## config.mk

```make
export PLATFORM = sky130hd
export DESIGN_NAME = switch_matrix_ctrl
export DESIGN_NICKNAME = d
export VERILOG_FILES = /design/src/rtl/switch_matrix_ctrl.sv
export SDC_FILE = /design/constraint.sdc
export NUM_CORES = 1
export LEC_CHECK = 0
export CELL_PAD_IN_SITES_DETAIL_PLACEMENT = 1
export CELL_PAD_IN_SITES_GLOBAL_PLACEMENT = 1
export CORE_UTILIZATION = 48
export DETAILED_ROUTE_END_ITERATION = 12
export DONT_BUFFER_PORTS = 1
export PLACE_DENSITY = 0.79
export SLEW_MARGIN = 20
export SYNTH_ARGS = -nofsm -noshare
export SYNTH_HDL_FRONTEND = slang
export SYNTH_SLANG_ARGS = --single-unit
```

## constraint.sdc

```tcl
create_clock -name clk -period 2.5 [get_ports clk]
set_input_delay 0.75 -clock clk [delete_from_list [all_inputs] [get_ports clk]]
set_output_delay 0.75 -clock clk [all_outputs]
set_load 0.02 [all_outputs]
```

## src/rtl/switch_matrix_ctrl.sv

```systemverilog
// switch_matrix_ctrl
//   Command-queued controller for N_SW MT8816 8x16 analog crosspoint chips.
//   The chips share AX/AY/DATA/STROBE and each has its own CS and RESET line.
//   Host commands (write switch / reset one chip / reset all) are queued in a
//   FIFO and replayed with programmable MT8816 timing. A power-up reset of all
//   chips runs after every release of rst.
// Ports
//   clk, rst            clock, asynchronous active-high reset
//   cmd_valid/ready     push handshake (ready = FIFO not full)
//   cmd_op              00 write, 01 reset chip cmd_sel, 10 reset all, 11 NOP
//   cmd_sel/x/y/data    target chip, logical column, row, close(1)/open(0)
//   busy                controller active or commands queued
//   done                1-cycle pulse at the end of each executed command
//   err                 1-cycle pulse when a popped command is dropped
//   sw_cs, sw_rst       per-chip CS and RESET, active-high
//   AX, AY, STROBE, DATA  shared MT8816 bus
module switch_matrix_ctrl #(
  parameter int N_SW     = 2,
  parameter int DEPTH    = 8,
  parameter int T_RESET  = 6,
  parameter int T_SETUP  = 2,
  parameter int T_STROBE = 3,
  parameter int T_HOLD   = 2,
  parameter int T_DELAY  = 9,
  localparam int SEL_W   = (N_SW > 1) ? $clog2(N_SW) : 1
) (
  input  logic             clk,
  input  logic             rst,
  input  logic             cmd_valid,
  output logic             cmd_ready,
  input  logic [1:0]       cmd_op,
  input  logic [SEL_W-1:0] cmd_sel,
  input  logic [3:0]       cmd_x,
  input  logic [2:0]       cmd_y,
  input  logic             cmd_data,
  output logic             busy,
  output logic             done,
  output logic             err,
  output logic [N_SW-1:0]  sw_cs,
  output logic [N_SW-1:0]  sw_rst,
  output logic [3:0]       AX,
  output logic [2:0]       AY,
  output logic             STROBE,
  output logic             DATA
);

  localparam int AW = $clog2(DEPTH);
  localparam int CW = 16;
  localparam logic [SEL_W:0] N_SW_L = (SEL_W + 1)'(N_SW);

  typedef struct packed {
    logic [1:0]       op;
    logic [SEL_W-1:0] sel;
    logic [3:0]       x;
    logic [2:0]       y;
    logic             data;
  } cmd_t;

  typedef enum logic [2:0] {
    S_INIT, S_RST, S_WAIT, S_IDLE, S_SETUP, S_STROBE, S_HOLD
  } state_t;

  state_t state, state_nx;
  logic [CW-1:0] cnt;
  logic          last;

  cmd_t          mem [DEPTH];
  logic [AW-1:0] wr_ptr, rd_ptr;
  logic [AW:0]   count;
  logic          full, empty, push, pop, bad, good_pop;
  cmd_t          head, cmd_in;

  logic [SEL_W-1:0] work_sel;
  logic [N_SW-1:0]  rst_mask;
  logic             exec_flag;
  logic [3:0]       ax_q;
  logic [2:0]       ay_q;
  logic             data_q;

  // MT8816 X pins are not in logical order: X6..X11 sit at codes 8..13,
  // X12/X13 at codes 6/7.
  function automatic logic [3:0] remap_x(input logic [3:0] x);
    logic [3:0] r;
    if (x < 4'd6)       r = x;
    else if (x < 4'd12) r = x + 4'd2;
    else if (x == 4'd12) r = 4'd6;
    else if (x == 4'd13) r = 4'd7;
    else                r = x;
    return r;
  endfunction

  function automatic logic [N_SW-1:0] onehot(input logic [SEL_W-1:0] s);
    logic [N_SW-1:0] r;
    r = '0;
    for (int unsigned i = 0; i < N_SW; i++) begin
      if (s == SEL_W'(i)) r[i] = 1'b1;
    end
    return r;
  endfunction

  function automatic logic [CW-1:0] dur(input state_t s);
    logic [CW-1:0] r;
    case (s)
      S_RST:    r = CW'(T_RESET - 1);
      S_WAIT:   r = CW'(T_DELAY - 1);
      S_SETUP:  r = CW'(T_SETUP - 1);
      S_STROBE: r = CW'(T_STROBE - 1);
      S_HOLD:   r = CW'(T_HOLD - 1);
      default:  r = '0;
    endcase
    return r;
  endfunction

  // ---------------- command FIFO ----------------
  assign cmd_in   = '{op: cmd_op, sel: cmd_sel, x: cmd_x, y: cmd_y, data: cmd_data};
  assign full     = (count == (AW + 1)'(DEPTH));
  assign empty    = (count == '0);
  assign push     = cmd_valid && cmd_ready;
  assign pop      = (state == S_IDLE) && !empty;
  assign head     = mem[rd_ptr];
  assign bad      = ({1'b0, head.sel} >= N_SW_L) || (head.op == 2'b11);
  assign good_pop = pop && !bad;

  always_ff @(posedge clk) begin
    if (push) mem[wr_ptr] <= cmd_in;
  end

  always_ff @(posedge clk or posedge rst) begin
    if (rst) begin
      wr_ptr <= '0;
      rd_ptr <= '0;
      count  <= '0;
    end else begin
      if (push) wr_ptr <= wr_ptr + 1'b1;
      if (pop)  rd_ptr <= rd_ptr + 1'b1;
      case ({push, pop})
        2'b10:   count <= count + 1'b1;
        2'b01:   count <= count - 1'b1;
        default: count <= count;
      endcase
    end
  end

  // ---------------- FSM: state register ----------------
  // The dwell counter is reloaded on every state change and counts down to 0.
  assign last = (cnt == '0);

  always_ff @(posedge clk or posedge rst) begin
    if (rst) begin
      state <= S_INIT;
      cnt   <= '0;
    end else begin
      state <= state_nx;
      if (state_nx != state) cnt <= dur(state_nx);
      else if (!last)        cnt <= cnt - 1'b1;
    end
  end

  // ---------------- FSM: next state ----------------
  always_comb begin
    state_nx = state;
    case (state)
      S_INIT:   state_nx = S_RST;
      S_RST:    if (last) state_nx = S_WAIT;
      S_WAIT:   if (last) state_nx = S_IDLE;
      S_IDLE: begin
        if (good_pop) state_nx = (head.op == 2'b00) ? S_SETUP : S_RST;
      end
      S_SETUP:  if (last) state_nx = S_STROBE;
      S_STROBE: if (last) state_nx = S_HOLD;
      S_HOLD:   if (last) state_nx = S_WAIT;
      default:  state_nx = S_INIT;
    endcase
  end

  // ---------------- working registers ----------------
  always_ff @(posedge clk or posedge rst) begin
    if (rst) begin
      work_sel  <= '0;
      rst_mask  <= '0;
      exec_flag <= 1'b0;
      ax_q      <= '0;
      ay_q      <= '0;
      data_q    <= 1'b0;
    end else if (state == S_INIT) begin
      rst_mask  <= '1;
      exec_flag <= 1'b0;
    end else if (good_pop) begin
      exec_flag <= 1'b1;
      work_sel  <= head.sel;
      case (head.op)
        2'b00: begin
          ax_q   <= remap_x(head.x);
          ay_q   <= head.y;
          data_q <= head.data;
        end
        2'b01:   rst_mask <= onehot(head.sel);
        default: rst_mask <= '1;
      endcase
    end else if ((state == S_WAIT) && last) begin
      exec_flag <= 1'b0;
    end
  end

  // ---------------- FSM: outputs ----------------
  always_comb begin
    sw_cs     = '0;
    sw_rst    = '0;
    STROBE    = 1'b0;
    done      = 1'b0;
    err       = 1'b0;
    cmd_ready = !full && (state != S_INIT);
    busy      = ((state != S_IDLE) && (state != S_INIT)) || !empty;
    case (state)
      S_RST:    sw_rst = rst_mask;
      S_WAIT:   done   = last && exec_flag;
      S_IDLE:   err    = pop && bad;
      S_SETUP,
      S_HOLD:   sw_cs  = onehot(work_sel);
      S_STROBE: begin
        sw_cs  = onehot(work_sel);
        STROBE = 1'b1;
      end
      default: ;
    endcase
  end

  assign AX   = ax_q;
  assign AY   = ay_q;
  assign DATA = data_q;

endmodule

```

; ---- Word-level counts from Yosys, hierarchy flattened
; Memories as Yosys holds them, arrays and structs flattened.
; Cells that the tools add are included.
[word_totals]
regBits = 41
ramBits = 88
output_inout_bits = 17
elab_cells = 101
n_memories = 1
[classes]
add_sub_neg = 6
magnitude_cmp = 2
eq_ne = 22
muxes = 32
bitwise = 1
reduce_logical = 26
[memory_table]
columns = memory, words, width, read_ports, rd_clocked_by_memory_dff, wr, line_no
row1 = mem, 8, 11, 1, 0, 1, 67  ; cmd_t mem [DEPTH];
[ops]
columns = operator, count
row1 = 16-bit 2-to-1 mux, 2
row2 = "3-bit equality test, second input constant", 6
row3 = 3-bit 2-to-1 mux, 6
row4 = 3-bit one-hot mux with 6 select lines, 1
row5 = 16-bit zero test, 1
row6 = 4-bit 2-to-1 mux, 4
row7 = 4-bit one-hot mux with 4 select lines, 1
row8 = "16-bit by 1-bit subtractor with 16-bit output, second input constant", 1
row9 = "4-bit equality test, second input constant", 3
row10 = 1-bit 2-to-1 mux, 12
row11 = "3-bit by 2-bit equality test with 1-bit output, second input constant", 3
row12 = 1-bit logical AND, 8
row13 = 2-bit 2-to-1 mux, 4
row14 = 4-bit one-hot mux with 2 select lines, 1
row15 = "3-bit by 1-bit adder with 3-bit output, second input constant", 2
row16 = "3-bit by 1-bit equality test with 1-bit output, second input constant", 2
row17 = 3-bit nonzero test, 2
row18 = "4-bit by 1-bit adder with 4-bit output, second input constant", 1
row19 = "4-bit by 2-bit adder with 4-bit output, second input constant", 1
row20 = "2-bit by 1-bit equality test with 1-bit output, second input constant", 2
row21 = "2-bit equality test, second input constant", 2
row22 = 4-bit zero test, 1
row23 = "4-bit by 3-bit < comparator with 1-bit output, second input constant", 1
row24 = "4-bit < comparator, second input constant", 1
row25 = 15 further kinds, 21

; ---- Logic depth before layout (Yosys ltp)
; Gate-level depths: netlist of the first run.
[depth]
depth_word = 10
depth_mapped = 12

; ---- Worst setup path before layout of the first run
; OpenSTA, ideal clock, no wires.
[synth_timing]
kind = register to register
startpoint = register state[2]
endpoint = memory mem[0][0] in the netlist's numbering, enable pin
arrival_time_ns = 2.289
slack_ns = -0.183
stages_incl_launch_ff = 7
path_buffers = 1
cell_sequence = dfrtp_1 clkbuf_1 nor3_1 a21oi_1 and2_1 nand2b_1 nor3_1
[synth_via]
elab_chain_len = 5
[synth_lines]
columns = element, line_no
row1 = start: declaration, 63  ; state_t state, state_nx;
row2 = start signal: assignment, 153  ; state <= state_nx;
row3 = 3-bit nonzero test, 212  ; cmd_ready = !full && (state != S_INIT);
row4 = 1-bit logical AND, 212
row5 = via cmd_ready, 30  ; output logic cmd_ready,
row6 = 1-bit logical AND, 118  ; assign push = cmd_valid && cmd_ready;
row7 = 1-bit 2-to-1 mux, 125  ; if (push) mem[wr_ptr] <= cmd_in;
row8 = 1-bit 2-to-1 mux (not written as such), 125
row9 = end: declaration, 67
; The timed path passes the listed nets, and every way through them passes these cells.

; ---- Worst setup path after layout of the first run
[layout_timing]
startpoint = register rd_ptr[1]
endpoint = output err
[layout_via]
elab_chain_len = 4
[layout_lines]
columns = element, line_no
row1 = start: declaration, 68  ; logic [AW-1:0] wr_ptr, rd_ptr;
row2 = start signal: assignment, 135  ; if (pop) rd_ptr <= rd_ptr + 1'b1;
row3 = memory 8 x 11 bit, -
row4 = 2-bit equality test, 121  ; assign bad = ({1'b0, head.sel} >= N_SW_L) || (head.op == 2'b11);
row5 = 1-bit logical AND, 217  ; S_IDLE: err = pop && bad;
row6 = 1-bit 2-to-1 mux, 214  ; case (state)
row7 = end: declaration, 38  ; output logic err,
; No other way between the ends.

==> impl_metrics.env, run 1 <==
export IMPL_critical_path_class="register to primary output"
export IMPL_final_cell_count_no_fill=578
export IMPL_netlist_cell_type_count=48
export IMPL_mappedNetlistArea_um2=5582
export IMPL_finalCritPeriodShare_pct=108.2
export IMPL_grt_remaining_overflow=0
export IMPL_leakagePower_nw=2.533
export IMPL_tritoncts="yes"
export IMPL_placed_cells_incl_taps=538
export IMPL_antenna_diode_count=0
export IMPL_pins_over_their_slew_limit=0
export IMPL_antenna_violation_net_count_after_detailed_routing=0
export IMPL_yosys_area_top_type="sky130_fd_sc_hd__edfxtp_1"
export IMPL_final_common_cell="sky130_fd_sc_hd__edfxtp_1"
export IMPL_worst_path_largest_cell_delay_ps=520
export IMPL_post_route_worst_setup_slack_ps=-204.0
export IMPL_via_count=3363
export IMPL_vias_per_cell=5.818
export IMPL_synth_edf_count=88
export IMPL_drc=0
export IMPL_min_path_type="primary input to asynchronous set/reset pin"
export IMPL_timing_final_hold_violations=0
export IMPL_drtPass1Iterations=4
export IMPL_timing_critical_path_fanout_max=5
export IMPL_critical_path_top_delay_family="multiplexers"
export IMPL_clock_sinks=129
export IMPL_crit_path_cell_trace="mux4_2 -> mux2_4 -> nand2_4 -> nor2_4 -> buf_6"
export IMPL_synthTopCellsByArea="sky130_fd_sc_hd__edfxtp_1 47%, sky130_fd_sc_hd__dfrtp_1 18%, sky130_fd_sc_hd__mux4_2 8.9%"
export IMPL_track_usage_pct=23.67
export IMPL_grt_max_degree=42
export IMPL_worstSetupStartpointType="register"
export IMPL_seqCellArea_um2=3670
export IMPL_slowest_stage="sky130_fd_sc_hd__mux4_2"
export IMPL_synth_ff_type="sky130_fd_sc_hd__edfxtp_1"
export IMPL_ys_warn_count=0
export IMPL_globalRouteMet2Util_pct=40.18
export IMPL_fin_worst_skew_ps=8.116
export IMPL_global_route_met3_utilization_pct=7.054
export IMPL_area_growth_synth_to_final_pct=19.84
export IMPL_finalSetupTns_ps=-247.8
export IMPL_fp_dieH_um=109.8
export IMPL_dp_final_hpwl_um=8112
export IMPL_route_detailed_wl_per_inst_um=22.59
export IMPL_num_nets_final=443
export IMPL_ioPinCount=31
export IMPL_initial_core_util_pct=49.09
export IMPL_final_fill_count=1071
export IMPL_chipWidth_um=109.8
export IMPL_core_region_area_um2=11370
export IMPL_finish_instance_area_um2=6689
export IMPL_gp_congestion=0.8123
export IMPL_setup_viol=2
export IMPL_grt_busiest_layer="met2"
export IMPL_critPathLaunch="rd_ptr[1]"
export IMPL_synth_seq_area_share_pct=65.73
export IMPL_grt_pass1_vias=3627
export IMPL_crit_path_end_kind="primary output"
export IMPL_synthesized_instance_count=375
export IMPL_cts_buffer_depth=2
export IMPL_post_route_util_pct=58.83
export IMPL_cap_viol_max_count=0
export IMPL_grtUsageMet1_pct=28.83
export IMPL_worst_pin_slew_ps=551.0
export IMPL_worstReg2RegStart="rd_ptr[1]"
export IMPL_post_route_cells_drive_above_1_share_pct=27.59
export IMPL_synth_fp_nets=396
export IMPL_cts_made_buffers=17
export IMPL_maximum_frequency_from_static_timing_analysis_mhz=369.8
export IMPL_worst_setup_hold_path_clk_slew_ps=60
export IMPL_synth_top_area_share_pct=47.34
export IMPL_ir_drop_mv=0.6418
export IMPL_placement_rows=39
export IMPL_area_used_by_multi_input_combinational_logic_um2=1901
export IMPL_critical_path_n_buffers_inverters=1
export IMPL_syn_avg_cell_area_um2=14.88
export IMPL_antenna_found_initial=0
export IMPL_postSynth_asyncResetShare_pct=31.78
export IMPL_drt_iter0_markers=212
export IMPL_worst_slew_margin_rel_pct=63.27
export IMPL_cp_data_required_time_ps=1750
export IMPL_power_per_cell_area_nw_per_um2=1397
export IMPL_layout_min_cycle_time_ps=2704
export IMPL_grt_setup_unrepaired="yes"
export IMPL_clk_insertion_delay_late_ps=420
export IMPL_cts_root_buf="sky130_fd_sc_hd__clkbuf_16"
export IMPL_htree_levels=4
export IMPL_totalWireLength_um=13060
export IMPL_critPathArrivalTime_ps=1950
export IMPL_outcome="finished, violations left"
export IMPL_ff_latch_count_synth=129
export IMPL_final_cell_mix="88 x sky130_fd_sc_hd__edfxtp_1, 40 x sky130_fd_sc_hd__dfrtp_1, 36 x sky130_fd_sc_hd__buf_4"
export IMPL_die_area_um2=12060
export IMPL_port_buffers=0
export IMPL_violations_in_the_final_reports="negative setup slack"
export IMPL_placedInstanceArea_um2=5954
export IMPL_grt_pass1_wl_um=19910
timing repair:
action                                  4_1_cts  5_1_grt
endpoints found under the setup margin        3        3
pin swaps                                     3        3
cloned                                        0        0
hold buffers                                  0        0
setup buffers                                 6        2
resized for setup                            14        7
per-stage QoR:
stage | worst slack (ps) | hold slack [ps] | total power, mW
5_1_grt | -262.0 | 403.1 | 9.816
4_1_cts | -228.8 | 375.1 | 9.251
2_1_floorplan | 2.845 | 438.3 | 5.567
6_report | -204.0 | 358.1 | 9.342
3_3_place_gp | 134.4 | 458.0 | 6.360
3_5_place_dp | 47.98 | 461.0 | 6.582
registers in the layout, indices dropped and copies added, names as in the netlist:
signal,count
mem,88
cnt,16
AX,4
count,4
AY,3
rd_ptr,3
state,3
wr_ptr,3
rst_mask,2
DATA,1
exec_flag,1
work_sel,1
cells in the mapped netlist (2+ instances only):
| library cell | number |
|---|---|
| sky130_fd_sc_hd__nand2b_1 | 5 |
| sky130_fd_sc_hd__nand2_1 | 30 |
| sky130_fd_sc_hd__o211ai_1 | 2 |
| sky130_fd_sc_hd__nand3_1 | 7 |
| sky130_fd_sc_hd__a31oi_1 | 2 |
| sky130_fd_sc_hd__a21oi_1 | 12 |
| sky130_fd_sc_hd__inv_1 | 9 |
| sky130_fd_sc_hd__xnor2_1 | 14 |
| sky130_fd_sc_hd__mux2i_1 | 10 |
| sky130_fd_sc_hd__or4_1 | 2 |
| sky130_fd_sc_hd__nor4_1 | 4 |
| sky130_fd_sc_hd__mux4_2 | 22 |
| sky130_fd_sc_hd__xor2_1 | 8 |
| sky130_fd_sc_hd__mux2_4 | 3 |
| sky130_fd_sc_hd__clkbuf_1 | 4 |
| sky130_fd_sc_hd__mux2_2 | 4 |
| sky130_fd_sc_hd__o21ai_0 | 15 |
| sky130_fd_sc_hd__buf_6 | 2 |
| sky130_fd_sc_hd__and3_1 | 6 |
| sky130_fd_sc_hd__nand4_1 | 3 |
| sky130_fd_sc_hd__edfxtp_1 | 88 |
| sky130_fd_sc_hd__ha_1 | 6 |
| sky130_fd_sc_hd__nor2_1 | 37 |
| sky130_fd_sc_hd__nor3_1 | 11 |
| sky130_fd_sc_hd__dfrtp_1 | 41 |
| sky130_fd_sc_hd__buf_2 | 6 |
layer usage:
layer	share of wire [%]	up-vias
met1	41	1756
li1	-	1510
met5	0	-
met3	4.4	19
met2	53	78
met4	1.4	0
cell families (layout without fill, tap and decap cells):
| group | after synthesis | count (layout) | synth area share (%) |
|---|---|---|---|
| buf+inv | 21 | 81 | 1.816 |
| flops | 129 | 129 | 65.73 |
| xor+xnor | 22 | 22 | 3.452 |
| simple gates | 114 | 114 | 9.841 |
| fa+ha+maj | 7 | 7 | 1.704 |
| compound gates | 42 | 42 | 4.775 |
| mux | 40 | 40 | 12.69 |
cell type report:
cell class | instances | share of cell area, %
timing repair buffer | 40 | 4.845
inverter | 9 | 0.5051
multi-input combinational | 225 | 28.41
clock buffer | 17 | 6.360
clock inverter | 15 | 2.338
sequential | 129 | 54.86
tap | 143 | 2.675
path summary, 6_finish.rpt:
| kind | slack (ps) | to | cells past startpoint |
|---|---|---|---|
| min reg2reg | 480 | exec_flag | 2 |
| min | 360 | AX[0] | 2 |
| min in group clk | 420 | mem[1][7] | 0 |
| max in group asynchronous | 1740 | rd_ptr[1] | 2 |
| max | -200 | err | 5 |
| max reg2reg | 20 | cnt[0] | 8 |
power breakdown:
group / leakage [nW] / total (mW) / switching (mW) / internal, mW
clock: 0.282 / 2.45 / 0.968 / 1.48
combinational: 0.941 / 3.68 / 2.01 / 1.67
sequential: 1.31 / 3.22 / 0.437 / 2.78
No activity file was read; power rests on OpenSTA's default activity.
==> run 2, diff against run 1 <==
--- a/config.mk
+++ b/config.mk
@@ -10,7 +10,9 @@
 export CORE_UTILIZATION = 48
 export DETAILED_ROUTE_END_ITERATION = 12
 export DONT_BUFFER_PORTS = 1
+export GPL_ROUTABILITY_DRIVEN = 0
 export PLACE_DENSITY = 0.79
+export SETUP_SLACK_MARGIN = 0.5
 export SLEW_MARGIN = 20
 export SYNTH_ARGS = -nofsm -noshare
 export SYNTH_HDL_FRONTEND = slang
==> constraint.sdc (replaced) <==
create_clock -name clk -period 2.5 [get_ports clk]
set_input_delay 0.5 -clock clk [delete_from_list [all_inputs] [get_ports clk]]
set_output_delay 0.5 -clock clk [all_outputs]
set_load 0.02 [all_outputs]
==> run 2 against run 1 <==
  * Largest cell class unchanged
  * Total power grew 16%
  * Clock power grew 2%
  * Combinational power grew 36%
  * Critical endpoint unchanged
  * Critical path depth is the same
  * Largest power group unchanged
  * Global-route usage grew 1.9 points
  * First-iteration DRC count grew 77%
  * Cell area grew 9.9%
  * Core utilization grew 5.8 points
  * Count of clock-buffer cells in the layout is the same
  * Register-to-register slack gained 110 ps
  * Sequential power grew 3%
  * The run now ends clean
  * Hold slack lost 260 ps
==> impl_metrics.env, run 2 (synthesis results as in run 1) <==
export IMPL_outcome="complete, no violations"
export IMPL_final_cell_mix="88 x sky130_fd_sc_hd__edfxtp_1, 59 x sky130_fd_sc_hd__buf_4, 33 x sky130_fd_sc_hd__dfrtp_1"
export IMPL_ioPinCount=31
export IMPL_antenna_found_initial=0
export IMPL_layout_min_cycle_time_ps=2423
export IMPL_finalCritPeriodShare_pct=96.91
export IMPL_grt_max_degree=42
export IMPL_grt_pass1_wl_um=21270
export IMPL_postCtsHoldBufs=0
export IMPL_htree_levels=4
export IMPL_critical_path_class="register to primary output"
export IMPL_placed_cells_incl_taps=527
export IMPL_fp_dieH_um=109.8
export IMPL_antenna_diode_count=0
export IMPL_worst_pin_slew_ps=557.7
export IMPL_power_per_cell_area_nw_per_um2=1472
export IMPL_maximum_frequency_from_static_timing_analysis_mhz=412.7
export IMPL_antenna_violation_net_count_after_detailed_routing=0
export IMPL_vias_per_cell=5.977
export IMPL_worstSetupStartpointType="register"
export IMPL_dp_final_hpwl_um=7861
export IMPL_core_region_area_um2=11370
export IMPL_num_nets_final=483
export IMPL_worst_path_largest_cell_delay_ps=530
export IMPL_die_area_um2=12060
export IMPL_initial_core_util_pct=49.09
export IMPL_grt_pass1_vias=3778
export IMPL_timing_final_hold_violations=0
export IMPL_track_usage_pct=25.57
export IMPL_registers_top_by_ff_count="mem"
export IMPL_tritoncts="yes"
export IMPL_via_count=3694
export IMPL_slowest_stage="sky130_fd_sc_hd__mux4_2"
export IMPL_drt_iter0_markers=376
export IMPL_critPathArrivalTime_ps=1920
export IMPL_crit_path_end_kind="primary output"
export IMPL_ir_drop_mv=0.8581
export IMPL_fin_worst_skew_ps=10.43
export IMPL_crit_path_cell_trace="buf_4 -> mux4_2 -> mux2i_4 -> nor2_2 -> buf_6"
export IMPL_cts_buffer_depth=2
export IMPL_post_route_util_pct=64.65
export IMPL_finalSetupTns_ps=0
export IMPL_clk_insertion_delay_late_ps=430
export IMPL_cts_root_buf="sky130_fd_sc_hd__clkbuf_16"
export IMPL_clock_sinks=129
export IMPL_worst_slew_margin_rel_pct=62.82
export IMPL_port_buffers=0
export IMPL_final_common_cell="sky130_fd_sc_hd__edfxtp_1"
export IMPL_pins_over_their_slew_limit=0
export IMPL_report_power_total_mw=10.82
export IMPL_grt_setup_unrepaired="yes"
export IMPL_cts_made_buffers=17
export IMPL_grt_remaining_overflow=0
export IMPL_area_growth_synth_to_final_pct=31.70
export IMPL_worst_setup_hold_path_clk_slew_ps=60
export IMPL_route_detailed_wl_per_inst_um=25.49
export IMPL_critical_path_top_delay_family="multiplexers"
export IMPL_cp_data_required_time_ps=2000
export IMPL_placement_rows=39
export IMPL_timing_critical_path_fanout_max=4
export IMPL_largest_register_ff_count=88
export IMPL_top_regs="mem (88), cnt (16)"
export IMPL_totalWireLength_um=15750
export IMPL_placedInstanceArea_um2=5984
export IMPL_setup_viol=0
export IMPL_drtPass1Iterations=4
export IMPL_final_cell_count_no_fill=618
export IMPL_leakagePower_nw=2.763
export IMPL_min_path_type="primary input to asynchronous set/reset pin"
export IMPL_cap_viol_max_count=0
export IMPL_post_route_cells_drive_above_1_share_pct=45.89
export IMPL_chipWidth_um=109.8
export IMPL_critical_path_n_buffers_inverters=2
export IMPL_drc=0
export IMPL_finish_instance_area_um2=7351
## run 2: report_power, final
group / internal, mW / leakage [nW] / switching (mW)
combinational: 2.38 / 1.19 / 2.62
sequential: 2.79 / 1.30 / 0.520
clock: 1.55 / 0.274 / 0.956
## run 2: cell type report
type / instances / area [um^2]
Clock inverter: 15 / 166.4
Multi-Input combinational cell: 227 / 2190
Tap cell: 143 / 178.9
Sequential cell: 129 / 3679
Timing Repair Buffer: 78 / 669.4
Inverter: 9 / 42.54
Fill cell: 1042 / 4019
Clock buffer: 17 / 425.4
## run 2: final timing paths
check,startpoint,to,slack (ps),depth (start not counted)
setup reg to reg,rd_ptr[1],cnt[0],130,7
setup / recovery,rd_ptr[1],err,80,5
min in group clk,cmd_y[0],mem[7][1],160,0
max in group asynchronous,rst,count[3],1970,2
hold reg to reg,exec_flag,exec_flag,530,2
hold / removal,rst,AX[2],100,2
## run 2: worst register-to-register path, stage by stage (launching register included)
cell and delay (ps):
sky130_fd_sc_hd__dfrtp_2 410, sky130_fd_sc_hd__mux4_2 510, sky130_fd_sc_hd__mux2_4 290, sky130_fd_sc_hd__buf_4 180
sky130_fd_sc_hd__a21boi_4 210, sky130_fd_sc_hd__a21oi_2 110, sky130_fd_sc_hd__a21oi_4 200, sky130_fd_sc_hd__mux2_4 320
## run 2: layer usage
metal	vias to the layer above	wire length, um	global-route usage [%]
met3	53	749	7.469
met1	1934	6020	29.13
li1	1587	-	-
met2	120	8310	44.02
met4	0	674	12.29
met5	-	0	0
## run 2: repair_timing
item,CTS,global route
hold endpoints to repair,0,0
setup buffers,33,22
setup endpoints to repair,40,49
cloned,2,2
pin swaps,25,15
gates resized for setup,63,38
## run 2: stage by stage
step,hold WS [ps],worst slack (ps)
2_1_floorplan,447.2,343.1
3_3_place_gp,466.4,235.1
3_5_place_dp,488.7,121.5
4_1_cts,115.2,94.07
5_1_grt,136.9,14.79
6_report,101.2,77.13
